===== src/rtl/alu_pkg.sv =====
// Shared wide-ALU definitions: byte width, sequencer state encoding and flag bit positions.
package alu_pkg;

    localparam int BYTE_W = 8;

    typedef enum logic {
        ST_FIRST = 1'b0,
        ST_MID   = 1'b1
    } seq_state_t;

    localparam int FLG_CARRY = 0;
    localparam int FLG_OVF   = 1;
    localparam int FLG_ZERO  = 2;
    localparam int FLG_ERR   = 3;
    localparam int FLG_W     = 4;

endpackage


===== src/rtl/cla8b.sv =====
// Combinational byte adder with fully expanded carry lookahead (no ripple chain).
module cla8b
    import alu_pkg::*;
(
    input  logic [BYTE_W-1:0] a,
    input  logic [BYTE_W-1:0] b,
    input  logic              cin,
    output logic [BYTE_W-1:0] sum,
    output logic              cout
);

    logic [BYTE_W-1:0] g, p;
    logic [BYTE_W:0]   c;

    assign g = a & b;
    assign p = a ^ b;

    // Each carry is a flat sum of products over all lower generate/propagate terms.
    always_comb begin
        logic pp;
        c    = '0;
        c[0] = cin;
        for (int i = 0; i < BYTE_W; i++) begin
            c[i+1] = g[i];
            pp     = p[i];
            for (int j = i - 1; j >= 0; j--) begin
                c[i+1] = c[i+1] | (pp & g[j]);
                pp     = pp & p[j];
            end
            c[i+1] = c[i+1] | (pp & cin);
        end
    end

    assign sum  = p ^ c[BYTE_W-1:0];
    assign cout = c[BYTE_W];

endmodule


===== src/rtl/multibyte_add_seq.sv =====
// Byte-serial multi-precision add/subtract: LSB-first beats, carry held between beats,
// one registered result byte per beat with carry/overflow/zero/error flags on the closing beat.
module multibyte_add_seq
    import alu_pkg::*;
#(
    parameter int NBYTES = 4
) (
    input  logic              clk,
    input  logic              rst_n,
    input  logic              op_sub,
    input  logic              in_valid,
    output logic              in_ready,
    input  logic [BYTE_W-1:0] in_a,
    input  logic [BYTE_W-1:0] in_b,
    input  logic              in_last,
    output logic              out_valid,
    input  logic              out_ready,
    output logic [BYTE_W-1:0] out_sum,
    output logic              out_last,
    output logic              out_carry,
    output logic              out_ovf,
    output logic              out_zero,
    output logic              out_err
);

    localparam int CW = (NBYTES > 1) ? $clog2(NBYTES) : 1;

    seq_state_t        state;
    logic [CW-1:0]     cnt;
    logic              carry_q;
    logic              op_eff_q;
    logic              zero_q;
    logic [FLG_W-1:0]  flags_q;

    logic              accept, first, close, op_eff, cin, cout, zero_run;
    logic [BYTE_W-1:0] b_eff, sum;
    logic [FLG_W-1:0]  flags_d;

    assign in_ready = !out_valid | out_ready;
    assign accept   = in_valid & in_ready;
    assign first    = (state == ST_FIRST);
    assign close    = in_last | (cnt == CW'(NBYTES - 1));
    assign op_eff   = first ? op_sub : op_eff_q;
    assign b_eff    = op_eff ? ~in_b : in_b;
    assign cin      = first ? op_sub : carry_q;
    assign zero_run = (sum == '0) & (first | zero_q);

    cla8b u_cla (
        .a    (in_a),
        .b    (b_eff),
        .cin  (cin),
        .sum  (sum),
        .cout (cout)
    );

    always_comb begin
        flags_d = '0;
        if (close) begin
            flags_d[FLG_CARRY] = cout;
            flags_d[FLG_OVF]   = (in_a[BYTE_W-1] == b_eff[BYTE_W-1]) & (sum[BYTE_W-1] != in_a[BYTE_W-1]);
            flags_d[FLG_ZERO]  = zero_run;
            flags_d[FLG_ERR]   = !in_last;
        end
    end

    always_ff @(posedge clk) begin
        if (!rst_n) begin
            state     <= ST_FIRST;
            cnt       <= '0;
            carry_q   <= 1'b0;
            op_eff_q  <= 1'b0;
            zero_q    <= 1'b0;
            out_valid <= 1'b0;
            out_sum   <= '0;
            out_last  <= 1'b0;
            flags_q   <= '0;
        end else if (accept) begin
            state     <= close ? ST_FIRST : ST_MID;
            cnt       <= close ? '0 : cnt + CW'(1);
            carry_q   <= cout;
            op_eff_q  <= op_eff;
            zero_q    <= zero_run;
            out_valid <= 1'b1;
            out_sum   <= sum;
            out_last  <= close;
            flags_q   <= flags_d;
        end else if (out_ready) begin
            out_valid <= 1'b0;
        end
    end

    assign out_carry = flags_q[FLG_CARRY];
    assign out_ovf   = flags_q[FLG_OVF];
    assign out_zero  = flags_q[FLG_ZERO];
    assign out_err   = flags_q[FLG_ERR];

endmodule


===== config.mk =====
export PLATFORM = sky130hd
export DESIGN_NAME = multibyte_add_seq
export DESIGN_NICKNAME = d
export VERILOG_FILES = /design/src/rtl/alu_pkg.sv /design/src/rtl/cla8b.sv /design/src/rtl/multibyte_add_seq.sv
export SDC_FILE = /design/constraint.sdc
export NUM_CORES = 1
export LEC_CHECK = 0
export ABC_AREA = 1
export CAP_MARGIN = 20
export CORE_MARGIN = 1.5
export CORE_UTILIZATION = 32
export CTS_CLUSTER_DIAMETER = 100
export DETAILED_ROUTE_END_ITERATION = 7
export GPL_TIMING_DRIVEN = 0
export PLACE_DENSITY = 0.57
export SLEW_MARGIN = 15
export SYNTH_ARGS = -nofsm -noshare
export SYNTH_HDL_FRONTEND = slang
export SYNTH_HIERARCHICAL = 1
export SYNTH_SLANG_ARGS = --single-unit

===== constraint.sdc =====
create_clock -name clk -period 2.8 [get_ports clk]
set_clock_uncertainty 0.1 [all_clocks]
set_input_delay 0.56 -clock clk [delete_from_list [all_inputs] [get_ports clk]]
set_output_delay 0.56 -clock clk [all_outputs]
set_load 0.005 [all_outputs]

==> results.md <==
- Status: completed
- CP max FO: 5
- Sink Count: 20
- Launch point of the worst reg-to-reg path: state
- I/O pin cnt: 37
- Core Box Area: 0.00406 mm2
- Post-DP HPWL: 2.19 mm
- Worst Hold Class: reg2reg
- CP max stage delay: 0.41 ns
- Starting Density: 0.339
- Cells after Synth: 191
- ANT cells: 0
- Mean post-synth cell area: 7.19 um2
- Unique masters post-synth: 30
- Commonest cells after routing, fill and taps aside: clkdlybuf4s50_1, nand2_1, nor2_1
- Largest net degree at the start of global routing: 11
- Multi-input logic area: 856 um2
- Clock transition at the registers of the reported paths: 0.07 ns
- Power per cell area: 470 mW/mm2
- Critical setup path kind: in2reg
- Die area: 0.00469 mm2
- Worst path required time: 2.89 ns
- Async set or reset register ratio after synthesis: 0
- Vias: 1264
- Commonest non-fill, non-tap cell in the layout: clkdlybuf4s50_1
- Htree depth: 1
- First-pass GRT wire length: 4.62 mm
- Crit-path slowest cell: clkdlybuf4s50_1
- # setup viols final: 0
- Critical Path AT: 2.59 ns
- Die W: 68.5 um
- R2R depth: 19
- Post-route minimum period: 2.51 ns
- Met1 Track Usage GR: 0.169
- Maximum clock rate: 399 MHz
- CP Launch Type: primary input
- Slew HR: 0.791
- Clk buf depth: 2
- Met2 GRT Util: 0.212
- Register area: 400 um2
- Finished Core Util: 0.456
- Routing usage on met3: 0.00974
- Slew Viols, Final: 0
- Worst hold start: flags_q[3]
- Hold EP: flags_q[3]
- Iter 0 DRT Violations: 42
- Worst reg2reg setup slack: 0.36 ns
- Final Net Count: 267
- Sequential share of the synthesized area: 0.291
- LEAKAGE: 0.834 nW
- Crit path cell chain: clkdlybuf4s50_1 -> xor2_1 -> ha_1 -> inv_1 -> nor2_2 -> nand3_2 -> nand2_2 -> nand2_2 -> nand2_2 -> nand2_1 -> nand2_1 -> inv_2 -> nor2_2 -> nand3_2 -> nand2_1 -> nand2_1 -> a21oi_2
- Detail Route Antenna Nets: 0
- Seq cells post-synth: 20
- Number of fill cells: 435
- MaxCap Viol Count: 0
- Slew @ Worst Pin: 0.313 ns
- Main synth FF type: dfxtp_1
- P&R area growth vs syn: 34.7%
- Setup crit end kind: flop
- Share of cells above drive strength 1: 0.142
- GRT Util Overall: 0.127
- Port Buf Inserts: 36
- Total wire length: 2.65 mm
- Hold Crit Depth: 2
- Routability cong.: 0.769
- RR Endpoint: flags_q[1]
- Maximum vdd drop: 171 uV
- CTS tree: built
- Post-route DRC: 0
- Mean routed wirelength per cell: 9.40 um
- DR vias/cell: 4.48
- Initial antenna violation count: 0
- Number of cell rows: 23
- Most Used Layer, Global Route: met2
- Vias in the first global route: 1108
- Final hold vios: 0
- First drt pass iteration count: 4
- Die Ht: 68.5 um
- Mapped Area: 0.00137 mm2
- Latest clock arrival within the worst-skew pair: 0.25 ns
- Most used cell, CP: nand2_1
- RSZ-0062 raised after global routing: false
- Global route overflow: 0
- Sum of negative setup slack: 0 ns
- Post-synth EDFFs: 0
- Total CTS buffers: 3
- Warnings from Yosys: 6
- Tcrit/Tclk final: 0.895
- Clk root buf: clkbuf_8
- Syn Nets: 224
logic make-up after synthesis:
kind of cell / after synthesis / share of synthesized area
and+or+nand+nor: 93 / 0.340
buffers and inverters: 29 / 0.0874
AOI/OAI and AO/OA: 27 / 0.106
DFF: 20 / 0.291
xor gates and xnor gates: 11 / 0.0701
adders and majority gates: 11 / 0.106
cells in the mapped netlist, types with 2 or more instances:
cell | instances | share of area
nand2_1 | 33 | 0.090
nor2_1 | 27 | 0.074
dfxtp_1 | 20 | 0.29
inv_1 | 20 | 0.055
a21oi_1 | 12 | 0.044
nand3_1 | 12 | 0.044
ha_1 | 10 | 0.091
o21ai_0 | 10 | 0.036
nand2_2 | 9 | 0.041
xor2_1 | 9 | 0.057
inv_2 | 4 | 0.011
clkinv_1 | 2 | 0.0055
nand2_4 | 2 | 0.016
nand2_8 | 2 | 0.029
nand3_2 | 2 | 0.015
nor2_2 | 2 | 0.0091
xnor2_1 | 2 | 0.013
timing repair:
item	CTS	global route
setup endpoints to repair	3	3
hold buffers	0	0
cloned	0	0
buffers inserted	1	1
pin swaps	1	3
gates resized for setup	1	5
registers in the layout (all words and copies together), names as in the netlist:
register,cells
out_sum,8
op_eff_q,1
cnt,2
state,1
carry_q,1
out_last,1
zero_q,1
out_valid,1
flags_q,4
worst max-delay path, delay by kind of cell:
kind	cells	cell delay, ns
buf+inv	3	0.54
simple gates	11	0.85
compound gates	1	0.12
xor+xnor	1	0.16
fa+ha+maj	1	0.36
layout make-up:
cell class	count	area share
timing repair buffer	38	0.200
buffer	3	0.0122
tap	50	0.0338
multi-input combinational	142	0.462
clock buffer	3	0.0223
sequential	20	0.216
inverter	26	0.0527
report_power, final:
group          internal (W)  switching (W)  total (W)
sequential         0.000309      0.0000127   0.000322
clock             0.0000956      0.0000879   0.000184
combinational      0.000170       0.000195   0.000365
total              0.000575       0.000296   0.000871
routing by layer:
layer,vias to the layer above,part of all wire
met4,0,0.018
met2,28,0.44
met3,4,0.034
met1,544,0.50
li1,688,-
met5,-,0
worst max path at each step:
stage,from,to,depth (start not counted)
after floorplan,op_sub,flags_q[1],18
final,in_b[2],flags_q[1],17
after global placement,op_sub,flags_q[1],19
after CTS,op_sub,flags_q[1],19
after global routing,in_b[4],flags_q[1],17
after detailed placement,op_sub,flags_q[1],19
metrics by stage:
step                      area [um2]  worst slack, ns  std cells  hold WS, ns  total power, W
after floorplan                 1370            0.447        191        0.344        0.000569
after global placement          1800           -0.368        277        0.357        0.000687
after detailed placement        1800           -0.395        277        0.355        0.000689
after CTS                       1840            0.129        281        0.366        0.000878
after global routing            1850           0.0549        282        0.377        0.000940
final                           1850            0.294        282        0.363        0.000871
Note: power is estimated with default switching activity, not from simulation.
==> RTL change 1 (same flow settings) <==
Put a register stage on the outputs `out_ovf` and `out_err`, with the module's reset. The values now appear one clock later. The other outputs are not delayed to match.
--- a/src/rtl/multibyte_add_seq.sv
+++ b/src/rtl/multibyte_add_seq.sv
@@ -91,7 +91,14 @@
 
     assign out_carry = flags_q[FLG_CARRY];
-    assign out_ovf   = flags_q[FLG_OVF];
     assign out_zero  = flags_q[FLG_ZERO];
-    assign out_err   = flags_q[FLG_ERR];
+    always_ff @(posedge clk) begin
+        if (!rst_n) begin
+            out_ovf <= '0;
+            out_err <= '0;
+        end else begin
+            out_ovf <= flags_q[FLG_OVF];
+            out_err <= flags_q[FLG_ERR];
+        end
+    end
 
 endmodule
Check against the original RTL: not equivalent (Yosys sat finds a counterexample within 4 cycles, from zero or initial values and one cycle with rst_n low).
==> RTL change 1 against the original RTL <==
  * Combinational power rose by 6.8%
  * Synthesized area rose by 4.7%
  * Sequential cell count rose by 2
  * Total power rose by 11%
  * Critical endpoint unchanged
  * Via count rose by 5.5%
  * Setup slack improved by 0.0091 ns
  * Routed wire length rose by 18%
  * Design area rose by 8.0%
  * Critical path depth fell by 1
  * Critical path type unchanged
  * Largest cell class unchanged
==> RTL change 1: results (changes against the original RTL) <==
* Max-Slew Margin vs Limit: 83.6% (+4.5 points)
- The overall routing resource usage is 13.2% (+0.45 points).
- Delay of the slowest cell on the worst path: 0.44 ns (+0.03 ns)
- The wire length of the first global-routing pass was 5.36 mm (+16%).
- DP HPWL: 2.37 mm (+8.3%)
- The share of the synthesized area in compound gates (AO/OA/AOI/OAI) was 9.74% (-0.83 points).
* Run status: complete, no violations
* Number of levels in the clock H-tree: 1 (unchanged)
- The pin count of the biggest net entering global routing was 13 (+2).
- Post-Syn Nets: 235 (+4.9%)
- The fraction of the yosys area taken by sequential cells was 30.6% (+1.5 points).
- Count of placed standard cells including taps: 290 (+4.7%)
- The count of different cell masters after synthesis is 25 (-17%).
- Routability-driven placement congestion ratio: 0.765 (-0.55%)
* Largest driver fanout on the critical path: 4 (-1)
* Share of synthesized cell area in full adder, half adder and majority cells: 10.1% (-0.48 points)
* CP startpoint: in_b[4]
- Fraction of final layout cells sized beyond drive strength 1: 15.3% (+1.1 points)
- Worst setup slack after placement: -0.373 ns (+0.0219 ns)
- The post-detailed-route wirelength per cell was 10.4 microns (+11%).
* Synth top cells by count: 42 x sky130_fd_sc_hd__nand2_1, 27 x sky130_fd_sc_hd__inv_1, 27 x sky130_fd_sc_hd__nor2_1
- Final-stage net count: 282 (+5.6%)
- Non-filler cells in the finished layout: 300 (+6.4%)
* Post-Syn Area per Cell: 7.12 sq um (-0.97%)
* Endpoint arrival time on the critical path: 2.60 ns (about the same)
* Slowest-stage cell, CP: sky130_fd_sc_hd__clkdlybuf4s50_1
* Skew-Pair Late Insertion Delay: between 0.2 and 0.3 ns
* Count of routing violations after the opening detailed-route iteration: 38 (-9.5%)
- The worst hold path begins at flags_q[1]$_SDFFE_PN0P_.
- Share of the synthesized netlist area taken by xor and xnor gates: 6.70% (-0.32 points)
* Leakage: 0.000933 uW (+12%)
- The maximum ir drop on the vdd rail came to 0.189 mV (+10%).
* Number of vias after detailed routing: 1,334 (+5.5%)
-- RTL change 1: per-layer routing --
layer	wire length [microns]	up-vias	global-route usage, %
met5	0	-	0
met3	168	2	1.59
li1	-	726	-
met2	1330	27	20.5
met4	21	0	3.85
met1	1620	579	19.1
-- RTL change 1: power breakdown --
part | switching [uW] | internal (uW) | total (uW)
Combinational | 203 | 187 | 390
Clock | 97.5 | 125 | 223
Sequential | 13.5 | 338 | 351
-- RTL change 1: metrics by stage --
stage          instance area [sq um]  TNS [ns]  hold WS [ns]
6_report                        2000         0         0.333
3_3_place_gp                    1860     -1.24         0.317
5_1_grt                         2000         0         0.346
2_1_floorplan                   1440         0         0.299
4_1_cts                         1970         0         0.335
3_5_place_dp                    1860     -1.24         0.318
-- RTL change 1: tightest hold or removal path, cell delays in order (launching register included) --
cell and delay, ns:
sky130_fd_sc_hd__dfxtp_1 0.30, sky130_fd_sc_hd__nand2_1 0.05, sky130_fd_sc_hd__inv_1 0.04
-- RTL change 1: repair_timing --
action	CTS	global route
resized for setup	3	4
pin swaps	6	7
endpoints found under the hold margin	0	0
buffers inserted	5	1
endpoints found under the setup margin	3	3
-- RTL change 1: area by class of cell --
| cell class | instances | area, sq um |
|---|---|---|
| plain buffers | 4 | 47.5 |
| multi-input cells | 146 | 871 |
| inverters | 30 | 113 |
| repair buffers | 42 | 408 |
| flip-flops and latches | 22 | 440 |
| clock buffers | 4 | 55.1 |
| fillers | 457 | 2350 |
| well taps | 52 | 65.1 |
-- RTL change 1: worst paths after layout --
check,cells past startpoint,slack [ns],to
max,16,0.30,flags_q[1]$_SDFFE_PN0P_
min,2,0.33,out_ovf$_SDFF_PN0_
max reg2reg,18,0.37,flags_q[1]$_SDFFE_PN0P_
min reg2reg,2,0.33,out_ovf$_SDFF_PN0_
==> RTL change 2 (same settings) <==
Made on the original files. The package constant `BYTE_W` goes from 8 to 7.
--- a/src/rtl/alu_pkg.sv
+++ b/src/rtl/alu_pkg.sv
@@ -2,5 +2,5 @@
 package alu_pkg;
 
-    localparam int BYTE_W = 8;
+    localparam int BYTE_W = 7;
 
     typedef enum logic {
Ports: changed (resized in_a, in_b and out_sum); port bits go from 37 to 34. The function was not compared with the original's and may differ.
==> RTL change 2 against the original RTL <==
  * Die area about the same
  * Setup slack worse by 0.095 ns
  * Sequential cell count down 1
  * Sequential power fell by 5%
  * Routed wire length is 4.8% higher
  * Total power is 0.52% higher
  * Non-clock buffer count shrank 1
  * Design area increased by 0.41%
  * Critical path depth down 1
  * Synthesized area hardly changed
  * Critical path type unchanged
==> RTL change 2: results (changes against the original RTL) <==
- The maximum ir drop on the vdd rail was 0.167 mV (-2.8%).
* Count of placed standard cells including taps: 270 (-2.5%)
- Final WL: 2.78 mm (+4.8%)
* Registers with the highest flip-flop counts: out_sum (7), flags_q (4), cnt (2)
* Endpoint arrival time on the critical path: 2.70 ns (+0.11 ns)
* Final-stage net count: 258 (-3.4%)
* Run status: complete, no violations
* Vias in the first global route: 1,119 (+0.99%)
* Detailed route wirelength on metal2: 1.20 mm (+2.4%)
- Count of routing violations after the opening detailed-route iteration: 50 (+19%)
- DP HPWL: 2.28 mm (+4.3%)
- # fillers: 438 (+0.69%)
- The global routing usage on met1 came to 18.4% (+1.4 points).
- Dominant cells by area after synthesis: sky130_fd_sc_hd__dfxtp_1 28%, sky130_fd_sc_hd__nand2_1 10%, sky130_fd_sc_hd__ha_1 8.2%
- The via count of the routed design came to 1,232 (-2.5%).
* Quantity of I/O buffers inserted on ports: 33 (-8.3%)
- The fraction of final layout cells with drive strength greater than 1 came to 16.7% (+2.5 points).
* Global-route wire length before repair: 4.77 mm (+3.1%)
* WL met1: 1.46 mm (+8.9%)
- Worst setup slack after placement: -0.355 ns (+0.0394 ns)
- Pin count of the biggest net entering global routing: 12 (+1)
* Leakage: 0.000849 uW (+1.9%)
- Mapped Cells: 187 (-2.1%)
- Routability-driven placement congestion ratio: 0.775 (+0.73%)
* Total Routing Usage GR: 13.2% (+0.46 points)
- Detailed-route vias per instance: 4.45 (-0.77%)
- Pwr dens: 471 nW/um^2 (+0.11%)
- Transition time at the pin with the least slew margin: 0.363 ns (+0.0495 ns)
* Synth top cells by count: 38 x sky130_fd_sc_hd__nand2_1, 23 x sky130_fd_sc_hd__inv_1, 19 x sky130_fd_sc_hd__dfxtp_1, 19 x sky130_fd_sc_hd__nor2_1, 13 x sky130_fd_sc_hd__a21oi_1
[RTL change 2: changes by cell type in the layout (fill, tap and decap cells not counted), moves of 3 or more]
cell	before	now
sky130_fd_sc_hd__nor2_1	26	18
sky130_fd_sc_hd__nand2_1	33	38
sky130_fd_sc_hd__inv_1	19	23
sky130_fd_sc_hd__nand2_2	9	5
sky130_fd_sc_hd__nand3_1	12	8
sky130_fd_sc_hd__clkdlybuf4s50_1	35	32
sky130_fd_sc_hd__nor3_1	1	4
sky130_fd_sc_hd__xor2_1	9	6
sky130_fd_sc_hd__xor2_2	0	3
[RTL change 2: timing repair]
item,in CTS,in global routing
endpoints found under the setup margin,1,0
gates resized for setup,5,0
setup buffers,3,0
[RTL change 2: logic make-up after synthesis]
kind of cell | Yosys count | synth area share (%)
adders and majority gates | 10 | 9.65
and+or+nand+nor | 90 | 34.1
buffers and inverters | 31 | 10.9
AOI/OAI and AO/OA | 27 | 10.7
DFF | 19 | 27.7
xor gates and xnor gates | 10 | 6.92
[RTL change 2: worst max-delay path: stages]
cell,delay [ns]
sky130_fd_sc_hd__dlygate4sd2_1,0.26
sky130_fd_sc_hd__nand2_4,0.10
sky130_fd_sc_hd__nand2_8,0.09
sky130_fd_sc_hd__xor2_1,0.15
sky130_fd_sc_hd__ha_1,0.36
sky130_fd_sc_hd__nand2_2,0.12
sky130_fd_sc_hd__nor2_4,0.12
sky130_fd_sc_hd__nand3_1,0.07
sky130_fd_sc_hd__nand4_1,0.11
sky130_fd_sc_hd__nand2_1,0.05
sky130_fd_sc_hd__nand2_1,0.10
sky130_fd_sc_hd__inv_1,0.07
sky130_fd_sc_hd__or2_2,0.29
sky130_fd_sc_hd__nand3_2,0.08
sky130_fd_sc_hd__nand3_2,0.06
sky130_fd_sc_hd__a21oi_2,0.10
[RTL change 2: path summary, 6_finish.rpt]
check,from,to,slack (ns),cells after the start
max,op_sub,flags_q[1]$_SDFFE_PN0P_,0.20,16
max reg2reg,state$_SDFFE_PN0P_,flags_q[1]$_SDFFE_PN0P_,0.30,16
min reg2reg,flags_q[3]$_SDFFE_PN0P_,flags_q[3]$_SDFFE_PN0P_,0.36,2
min,flags_q[3]$_SDFFE_PN0P_,flags_q[3]$_SDFFE_PN0P_,0.36,2
[RTL change 2: power breakdown]
group / internal [uW] / leakage [uW] / switching [uW]
sequential: 294 / 0.000157 / 13.0
combinational: 176 / 0.000667 / 205
clock: 98.8 / 0.0000255 / 87.8
total: 569 / 0.000849 / 306
[RTL change 2: cell type report]
cell class | count | share of cell area (%)
Clock buffer | 3 | 2.22
Inverter | 27 | 5.86
Buffer | 4 | 2.22
Multi-Input combinational cell | 137 | 46.7
Sequential cell | 19 | 20.5
Tap cell | 50 | 3.37
Clock inverter | 1 | 0.269
Timing Repair Buffer | 36 | 18.9
